`config.mk`:
```
export PLATFORM = sky130hd
export DESIGN_NAME = bin_dec_strobe
export DESIGN_NICKNAME = d
export VERILOG_FILES = /design/src/rtl/bin_dec_strobe.sv
export SDC_FILE = /design/constraint.sdc
export NUM_CORES = 1
export LEC_CHECK = 0
export BUFFER_PORTS_ARGS = -buffer_cell sky130_fd_sc_hd__buf_4
export CORE_MARGIN = 2
export CORE_UTILIZATION = 40
export DETAILED_ROUTE_END_ITERATION = 7
export GPL_TIMING_DRIVEN = 0
export PLACE_DENSITY = 0.69
export SLEW_MARGIN = 20
export SYNTH_ARGS = -nofsm -noshare
export SYNTH_HDL_FRONTEND = slang
export SYNTH_SLANG_ARGS = --single-unit
```
`constraint.sdc`:
```
create_clock -name clk -period 1.99 [get_ports clk]
set_input_delay 0.398 -clock clk [delete_from_list [all_inputs] [get_ports clk]]
set_output_delay 0.398 -clock clk [all_outputs]
set_load 0.03 [all_outputs]
```
`src/rtl/bin_dec_strobe.sv`:
```
// bin_dec_strobe: registered binary-to-one-hot decoder with a valid/ready input
// handshake and a programmable strobe hold time.
//
// An accepted W-bit code drives line y[code] for HOLD_CYC cycles (one cycle of
// latency), after which all lines return to zero for at least one cycle before
// the next code can be taken.
//
// Handshake: a code transfers on a rising edge where in_valid && in_ready && !clr.
// in_ready depends only on the FSM state (high in IDLE), never on in_valid. While
// a strobe is held, in_valid is ignored and the source keeps its data stable.
//
// Optional feature: define DEC_PARITY_EN to add the in_par port (even parity over
// in_code). A code with bad parity is consumed but not decoded, and err pulses
// for one cycle. Without the macro, err is tied low and no parity logic exists.
//
// dbg_state exposes the FSM state (0 = IDLE, 1 = HOLD) for checkers.

module bin_dec_strobe #(
    parameter int W        = 3,
    parameter int HOLD_CYC = 2
) (
    input  logic               clk,
    input  logic               rst_n,
    input  logic               clr,
    input  logic               in_valid,
    output logic               in_ready,
    input  logic [W-1:0]       in_code,
`ifdef DEC_PARITY_EN
    input  logic               in_par,
`endif
    output logic [(1<<W)-1:0]  y,
    output logic               y_valid,
    output logic               err,
    output logic               dbg_state
);

    localparam int N = 1 << W;
    // Counter load value: the accept cycle itself is not counted, so a strobe of
    // HOLD_CYC cycles leaves HOLD after the cycle in which cnt reaches zero.
    localparam logic [7:0] HOLD_LOAD = 8'(HOLD_CYC - 1);

    typedef enum logic {
        IDLE = 1'b0,
        HOLD = 1'b1
    } state_t;

    state_t          state_q, state_d;
    logic [N-1:0]    y_q, y_d;
    logic            y_valid_q, y_valid_d;
    logic [7:0]      cnt_q, cnt_d;
    logic            load_ok;
    logic [N-1:0]    onehot;

    // The shift is done at full output width so the top code lands on the MSB.
    assign onehot = {{(N-1){1'b0}}, 1'b1} << in_code;

`ifdef DEC_PARITY_EN
    logic err_q, err_d;
    logic par_bad;

    // Even parity over {code, parity bit}: an odd total means a corrupted code.
    assign par_bad = ^{in_code, in_par};
    assign load_ok = ~par_bad;
`else
    assign load_ok = 1'b1;
`endif

    // Next-state and next-output logic; clr overrides everything.
    always_comb begin
        state_d   = state_q;
        y_d       = y_q;
        y_valid_d = y_valid_q;
        cnt_d     = cnt_q;
`ifdef DEC_PARITY_EN
        err_d     = 1'b0;
`endif
        if (clr) begin
            state_d   = IDLE;
            y_d       = '0;
            y_valid_d = 1'b0;
            cnt_d     = '0;
        end else begin
            case (state_q)
                IDLE: begin
                    if (in_valid) begin
                        if (load_ok) begin
                            y_d       = onehot;
                            y_valid_d = 1'b1;
                            cnt_d     = HOLD_LOAD;
                            state_d   = HOLD;
                        end
`ifdef DEC_PARITY_EN
                        else begin
                            err_d = 1'b1;
                        end
`endif
                    end
                end
                HOLD: begin
                    if (cnt_q == 8'd0) begin
                        y_d       = '0;
                        y_valid_d = 1'b0;
                        state_d   = IDLE;
                    end else begin
                        cnt_d = cnt_q - 8'd1;
                    end
                end
                default: begin
                    state_d   = IDLE;
                    y_d       = '0;
                    y_valid_d = 1'b0;
                    cnt_d     = '0;
                end
            endcase
        end
    end

    // State and output registers; reset clears outputs immediately.
    always_ff @(posedge clk or negedge rst_n) begin
        if (!rst_n) begin
            state_q   <= IDLE;
            y_q       <= '0;
            y_valid_q <= 1'b0;
            cnt_q     <= '0;
        end else begin
            state_q   <= state_d;
            y_q       <= y_d;
            y_valid_q <= y_valid_d;
            cnt_q     <= cnt_d;
        end
    end

`ifdef DEC_PARITY_EN
    // Parity error flag, a one-cycle pulse following a bad-parity accept.
    always_ff @(posedge clk or negedge rst_n) begin
        if (!rst_n) begin
            err_q <= 1'b0;
        end else begin
            err_q <= err_d;
        end
    end

    assign err = err_q;
`else
    assign err = 1'b0;
`endif

    assign in_ready  = (state_q == IDLE);
    assign y         = y_q;
    assign y_valid   = y_valid_q;
    assign dbg_state = (state_q == HOLD);

endmodule

```
==> impl_metrics.ini, run 1 <==
[global_route]
grtUsageTotal_pct = 16.37
grtUsageMet3_pct = 2.011
gr-total-overflow = 0
antenna_found_initial = 0
grt_max_degree = 19
grt_util_met1_pct = 20.96
use_met2_pct = 27.35
top_usage_layer = met2
grt_pass1_vias = 748
grt_first_pass_wirelength_um = 3263

[synthesis]
ys_warn_count = 0
netlist_instances = 90
syn_area_um2 = 907.1
synth_top_cell_by_area = dfrtp_1
yosys_most_used_dff = dfrtp_1
synth_cell_types = 36
async_reset_ff_share_pct = 100.0
synth.area.top_cells = dfrtp_1 (50%), o2bb2ai_1 (5.8%), nor3_1 (3.9%)
ys_ff_latch = 18
ys_seq_area_share_pct = 49.66
syn_avg_cell_area_um2 = 10.08
synth_edf_count = 0
synth.top_cell.area_share_pct = 49.66
syn_nets = 98

[timing]
rsz0062_at_grt = no
skew_ns = 0.003345
fin_crit_sh_pct = 93.87
worst_slack_ns = 0.1219
fin_crit_ns = 1.868
drv_slew = 0
tns_ns = 0
hold_viol = 0
setup_viol = 0
max_freq_mhz = 535.3

[setup_path]
crit_required_ns = 2.18
start_kind = flip-flop
rr_worst_depth = 6
ff2ff_setup_slack_ns = 0.12
crit_chain = inv_1 -> ha_1 -> or4b_4 -> o21ai_4 -> nand2_4 -> a21o_1
max_stage_delay_ns = 0.54
worstSetupPathType = flip-flop to flip-flop
cp_slowest_cell = or4b_4
crit_path_end_kind = flip-flop
worstReg2RegEnd = y[6]
path_max_fanout = 8
r2r_start = cnt_q[0]
crit_arrival_ns = 2.06

[clock_tree]
cts_inserted_buffers = 3
htreeDepth = 1
clk_pin_slew_worst_paths_ns = 0.10
cts_buffer_depth = 2
tritoncts = built
cts_sinks = 18
worstSkewPairLatency_ns = 0.29
cts_root_buf = clkbuf_4

[power_and_ir_drop]
p_switching_uw = 440.2
swShare_pct = 39.22
irDropWorstVdd_mv = 0.5319
fin_total_pwr_mw = 1.122
p_seq_share_pct = 40.8
power_leakage_nw = 0.5172
cellPowerDensity_mw_per_mm2 = 1007
p_int_uw = 682.2
clkPwrFrac_pct = 16.1
combPwrFrac_pct = 43.1

[routing]
num_vias = 752
antenna_left = 0
drt_wl_total_um = 1873
route.detailed.drc = 0
drt_pass1_iterations = 4
viasPerCell = 5.410
avgRoutedWirePerCell_um = 13.47
drt_iter0_drc = 9

[min_path]
hold_depth = 3
worstHoldStart = in_code[0]
hold_end = y[3]
worstHoldPathType = primary input to flip-flop

[placement]
place.gp.congestion = 0.8114
port_buffers = 17
pre_cts_ws_ns = 0.1075
dpl.cell_count = 135
dp_hpwl_um = 1400

[layout]
fin_cells = 139
nets = 121
final_cell_mix = buf_4 (18), dfrtp_1 (18), nor2_1 (8)
nFillCells = 205
antenna_cells = 0
area_growth_pct = 22.90
layout-drive-gt1-share_pct = 26.13

[die]
start_util_pct = 41.81
design.die.area_mm2 = 0.002665
coreArea_mm2 = 0.002170
io_pins = 19
dieWidth_um = 51.62
die_h_um = 51.62
rows = 17

[run_status]
outcome = complete, no violations

[flow_run]
drv_cap = 0
state kept, by name, indices dropped and copies added, names as in the netlist:
register and flops:
cnt_q 8, y 8, dbg_state 1, y_valid 1
routing by layer:
layer,wire length (um),vias up
met5,0,-
met4,31,0
met3,76,4
met2,897,13
met1,868,364
li1,-,371
through the flow:
stage               hold slack [ns]  utilization, %  cell area (um2)
floorplan                    0.1024               -            907.1
global placement             0.2797           49.31             1070
detailed placement           0.2820           49.31             1070
CTS                          0.3994           50.81             1102
global route                 0.4223           51.38             1115
finish                       0.4008           51.38             1115
critical path, delay by kind of cell, from the launching register on:
| family | cells | cell delay (ns) |
|---|---|---|
| AO/OA/AOI/OAI | 2 | 0.38 |
| AND/OR/NAND/NOR | 2 | 0.64 |
| buffers and inverters | 1 | 0.10 |
| flip-flops | 1 | 0.41 |
| adder cells (fa/ha/maj) | 1 | 0.23 |
power groups by stage:
stage | combinational, mW | clock, mW | sequential [mW]
after floorplan | 0.344 | 0 | 0.478
after global placement | 0.466 | 0 | 0.461
after detailed placement | 0.469 | 0 | 0.465
after CTS | 0.475 | 0.187 | 0.457
after global routing | 0.535 | 0.199 | 0.467
final | 0.483 | 0.181 | 0.458
cells in the mapped netlist (all sizes together), types with 3 or more instances:
master and count:
dfrtp 18, nor2 9, nor3 7, o2bb2ai 6
nand2 5, o21ai 4, or3 4, a21oi 3
clkbuf 3, inv 3
cell type report:
cell class	instances	area [um2]	share of cell area, %
multi-input cells	65	439.2	39.39
flip-flops and latches	18	450.4	40.40
clock buffers	3	22.52	2.020
inverters	3	11.26	1.010
plain buffers	4	18.77	1.684
well taps	28	35.03	3.143
repair buffers	18	137.6	12.35
worst max path at each step:
stage / end / start / slack (ns) / cells past startpoint
after floorplan: y[2] / cnt_q[0] / 0.26 / 6
after global placement: y[2] / cnt_q[0] / 0.10 / 6
after detailed placement: y[6] / cnt_q[0] / 0.11 / 6
after CTS: y[6] / cnt_q[0] / 0.08 / 6
after global routing: y[6] / cnt_q[0] / 0.005 / 6
final: y[6] / cnt_q[0] / 0.12 / 6
repair_timing:
action	4_1_cts	5_1_grt
setup endpoints to repair	0	2
buffers inserted	0	0
resized for setup	0	2
endpoints found under the hold margin	18	0
hold buffers	1	0
cells by family after synthesis:
kind of cell / count (synthesis) / share of synthesized area, %
XOR/XNOR: 2 / 1.931
adder cells (fa/ha/maj): 1 / 1.379
multiplexers: 1 / 1.103
AND/OR/NAND/NOR: 37 / 23.03
buffers and inverters: 7 / 3.310
AO/OA/AOI/OAI: 23 / 19.17
flip-flops: 18 / 49.65
other: 1 / 0.4134
Power figures use the tool's default switching activity.
==> run 2: changes to the inputs <==
--- a/config.mk
+++ b/config.mk
@@ -9,7 +9,6 @@
 export CORE_MARGIN = 2
 export CORE_UTILIZATION = 40
 export DETAILED_ROUTE_END_ITERATION = 7
-export GPL_TIMING_DRIVEN = 0
 export PLACE_DENSITY = 0.69
 export SLEW_MARGIN = 20
 export SYNTH_ARGS = -nofsm -noshare
==> impl_metrics.ini, run 2 (synthesized netlist as in run 1, its figures left out) <==
[timing]
hold_viol = 0
fin_crit_ns = 1.898
max_freq_mhz = 527.0
skew_ns = 0.01037
setup_viol = 0
finalHoldWorstSlack_ns = 0.3342
drv_slew = 0
tns_ns = 0
fin_crit_sh_pct = 95.36
rsz0062_at_grt = no

[clock_tree]
cts_sinks = 18
clk_pin_slew_worst_paths_ns = 0.10
worstSkewPairLatency_ns = 0.29
cts-resized-gates = 0
cts_buffer_depth = 2
cts_root_buf = clkbuf_4
cts_inserted_buffers = 3
tritoncts = built
htreeDepth = 1

[global_route]
antenna_found_initial = 0
gr-total-overflow = 0
grt_max_degree = 19
grt_pass1_vias = 699
grtUsageTotal_pct = 15.52
grt_first_pass_wirelength_um = 3132

[layout]
nets = 118
fin_util_pct = 50.29
layout-drive-gt1-share_pct = 26.85
area_growth_pct = 20.28
antenna_cells = 0
final_cell_mix = dfrtp_1 (18), buf_4 (18), nor2_1 (8)

[routing]
route.detailed.drc = 0
drt_wl_total_um = 1856
drt_iter0_drc = 13
avgRoutedWirePerCell_um = 13.65
viasPerCell = 5.559
antenna_left = 0
num_vias = 756
drt_pass1_iterations = 4

[setup_path]
crit_path_end_kind = flip-flop
start_kind = flip-flop
max_stage_delay_ns = 0.53
crit_chain = inv_1 -> ha_1 -> or4b_4 -> o21ai_2 -> nand2_2 -> a21o_1
path_max_fanout = 8
worstSetupPathType = flip-flop to flip-flop
crit_arrival_ns = 2.08
cp_slowest_cell = or4b_4
crit_required_ns = 2.17

[placement]
port_buffers = 17
dp_hpwl_um = 1405
place.gp.congestion = 0.8221

[power_and_ir_drop]
clkPwrFrac_pct = 15.8
combPwrFrac_pct = 42.6
p_seq_share_pct = 41.6
cellPowerDensity_mw_per_mm2 = 1016
swShare_pct = 38.68
p_int_uw = 679.8
p_switching_uw = 428.7
power_leakage_nw = 0.5114
irDropWorstVdd_mv = 0.6604

[die]
design.die.area_mm2 = 0.002665
io_pins = 19
die_h_um = 51.62
coreArea_mm2 = 0.002170
rows = 17
dieWidth_um = 51.62
start_util_pct = 41.81

[min_path]
worstHoldPathType = primary input to flip-flop

[run_status]
outcome = complete, no violations

[flow_run]
drv_cap = 0
run 2: power by group through the flow:
stage | Combinational [mW] | Sequential (mW) | Clock (mW)
floorplan | 0.344 | 0.478 | 0
global placement | 0.464 | 0.467 | 0
detailed placement | 0.471 | 0.468 | 0
CTS | 0.475 | 0.460 | 0.180
global route | 0.518 | 0.470 | 0.194
finish | 0.472 | 0.461 | 0.175
run 2: layout make-up:
cell class | count | area (um2)
Fill cell | 215 | 1079
Sequential cell | 18 | 450.4
Multi-Input combinational cell | 65 | 426.7
Timing Repair Buffer | 19 | 145.1
Tap cell | 28 | 35.03
Clock buffer | 3 | 22.52
Inverter | 3 | 11.26
run 2: worst paths after layout:
path	from	end	slack, ns	cells after the start
worst max-delay path	cnt_q[0]	y[6]	0.09	6
worst min-delay path	clr	cnt_q[0]	0.33	2
worst max register to register	cnt_q[0]	y[6]	0.09	6
worst min register to register	y[2]	y[2]	0.48	1
max in group asynchronous	rst_n	y[0]	1.29	2
min in group asynchronous	rst_n	cnt_q[4]	0.50	2
run 2: timing repair:
| action | 4_1_cts | 5_1_grt |
|---|---|---|
| hold endpoints to repair | 18 | 0 |
| hold buffers | 1 | 0 |
| setup buffers | 0 | 0 |
run 2: layer usage:
layer	vias up	GRT usage (%)	routed length, um
li1	363	-	-
met2	28	25.21	902
met3	2	4.598	127
met4	0	4.386	10
met5	-	0	0
met1	363	20.07	816
run 2: worst max-delay path: cells and delay by family, from the launching register on:
family / cells / cell delay, ns
compound gates: 2 / 0.39
fa+ha+maj: 1 / 0.22
buf+inv: 1 / 0.10
flops: 1 / 0.41
simple gates: 2 / 0.67
run 2: stage by stage:
stage,std cells,instance area [um2],total power [mW],setup WS [ns]
2_1_floorplan,90,907.1,0.8222,0.2557
5_1_grt,136,1091,1.182,0.006426
4_1_cts,136,1091,1.115,0.1032
3_3_place_gp,132,1059,0.9308,0.1811
3_5_place_dp,132,1059,0.9391,0.1267
6_report,136,1091,1.108,0.09234
==> run 3: changes to the inputs <==
--- a/config.mk
+++ b/config.mk
@@ -7,9 +7,10 @@
 export LEC_CHECK = 0
 export BUFFER_PORTS_ARGS = -buffer_cell sky130_fd_sc_hd__buf_4
 export CORE_MARGIN = 2
-export CORE_UTILIZATION = 40
+export CORE_UTILIZATION = 52
 export DETAILED_ROUTE_END_ITERATION = 7
-export PLACE_DENSITY = 0.69
+export PLACE_DENSITY = 0.84
+export REMOVE_ABC_BUFFERS = 1
 export SLEW_MARGIN = 20
 export SYNTH_ARGS = -nofsm -noshare
 export SYNTH_HDL_FRONTEND = slang
==> impl_metrics.ini, run 3 (synthesized netlist as in run 1, its figures left out) <==
[routing]
num_vias = 767
drt_wl_total_um = 1925
drt_pass1_iterations = 4
antenna_left = 0
route.detailed.drc = 0
avgRoutedWirePerCell_um = 15.28
viasPerCell = 6.087
drt_iter0_drc = 25

[run_status]
outcome = complete, no violations

[die]
dieWidth_um = 45.77
coreArea_mm2 = 0.001689
die_h_um = 45.77
design.die.area_mm2 = 0.002094
io_pins = 19
rows = 15
start_util_pct = 53.70

[timing]
drv_slew = 0
skew_ns = 0.002082
finalHoldWorstSlack_ns = 0.3236
worst_slack_ns = 0.1208
hold_viol = 0
setup_viol = 0
tns_ns = 0
max_freq_mhz = 535.0
fin_crit_sh_pct = 93.93
rsz0062_at_grt = no
fin_crit_ns = 1.869

[clock_tree]
tritoncts = built
cts_setup_buffers = 0
worstSkewPairLatency_ns = 0.30
clk_pin_slew_worst_paths_ns = 0.11
cts_sinks = 18
cts_buffer_depth = 2
cts_root_buf = clkbuf_4
cts_inserted_buffers = 3
htreeDepth = 1

[power_and_ir_drop]
cellPowerDensity_mw_per_mm2 = 1076
power_leakage_nw = 0.5205
fin_total_pwr_mw = 1.188
irDropWorstVdd_mv = 0.6240

[min_path]
worstHoldPathType = primary input to flip-flop
hold_depth = 2

[setup_path]
crit_arrival_ns = 2.07
rr_worst_depth = 6
worstSetupPathType = flip-flop to flip-flop
start_kind = flip-flop
crit_path_end_kind = flip-flop
crit_required_ns = 2.19
path_max_fanout = 8

[layout]
antenna_cells = 0
fin_cells = 126
fin_util_pct = 65.33
nets = 118
design_area_mm2 = 0.001104
area_growth_pct = 21.66
nFillCells = 127
final_cell_mix = dfrtp_1 (18), buf_4 (18), nor2_1 (8)
layout-drive-gt1-share_pct = 27.52

[placement]
place.gp.congestion = 0.9054
pre_cts_ws_ns = 0.1170
dp_hpwl_um = 1426
port_buffers = 17
dpl.cell_count = 121
dpl_cell_area_mm2 = 0.001045

[global_route]
grtUsageTotal_pct = 21.58
gr-total-overflow = 0
grt_first_pass_wirelength_um = 3180
antenna_found_initial = 0
grt_max_degree = 19
grt_pass1_vias = 705

[flow_run]
drv_cap = 0
==> run 3: changes by cell type in the layout (fill, tap and decap cells not counted) <==
cell,change
nand2_4,+1
o21ai_2,-1
clkbuf_8,+1
o21ai_4,+1
nand2_2,-1
==> run 3: area by class of cell <==
class                   instances  area (um2)  share of cell area (%)
repair buffers                 19       145.1                   13.15
inverters                       3       11.26                   1.020
multi-input cells              65       439.2                   39.80
well taps                      17       21.27                   1.927
clock buffers                   4       36.28                   3.288
flip-flops and latches         18       450.4                   40.82
==> run 3: what timing repair did <==
action | 4_1_cts | 5_1_grt
hold endpoints to repair | 18 | 0
setup endpoints to repair | 0 | 2
hold buffers | 1 | 0
gates resized for setup | 0 | 2
==> run 3: final timing paths <==
kind                       startpoint  endpoint  slack [ns]
max reg2reg                  cnt_q[1]      y[6]        0.12
max in group asynchronous       rst_n  cnt_q[0]        1.31
min reg2reg                      y[6]      y[6]        0.50
min in group asynchronous       rst_n  cnt_q[7]        0.49
min                               clr  cnt_q[0]        0.32
max                          cnt_q[1]      y[6]        0.12
==> run 3: critical path, cell delays in order (launching register included) <==
cell and delay, ns:
dfrtp_1 0.41, inv_1 0.10, ha_1 0.21, or4b_4 0.54
o21ai_4 0.22, nand2_4 0.11, a21o_1 0.19
==> run 3: power breakdown <==
group | switching [mW] | total (mW) | internal, mW
clock network | 0.118 | 0.230 | 0.112
registers | 0.0493 | 0.460 | 0.411
logic | 0.295 | 0.498 | 0.203
total | 0.462 | 1.19 | 0.725
==> run 3: routing by layer <==
metal  vias to the layer above  routed length (um)  GRT usage [%]
li1                        369                   -              -
met1                       371                 909          29.72
met2                        23                 906          32.96
met3                         4                  84          3.571
met4                         0                  24          10.29
met5                         -                   0              0
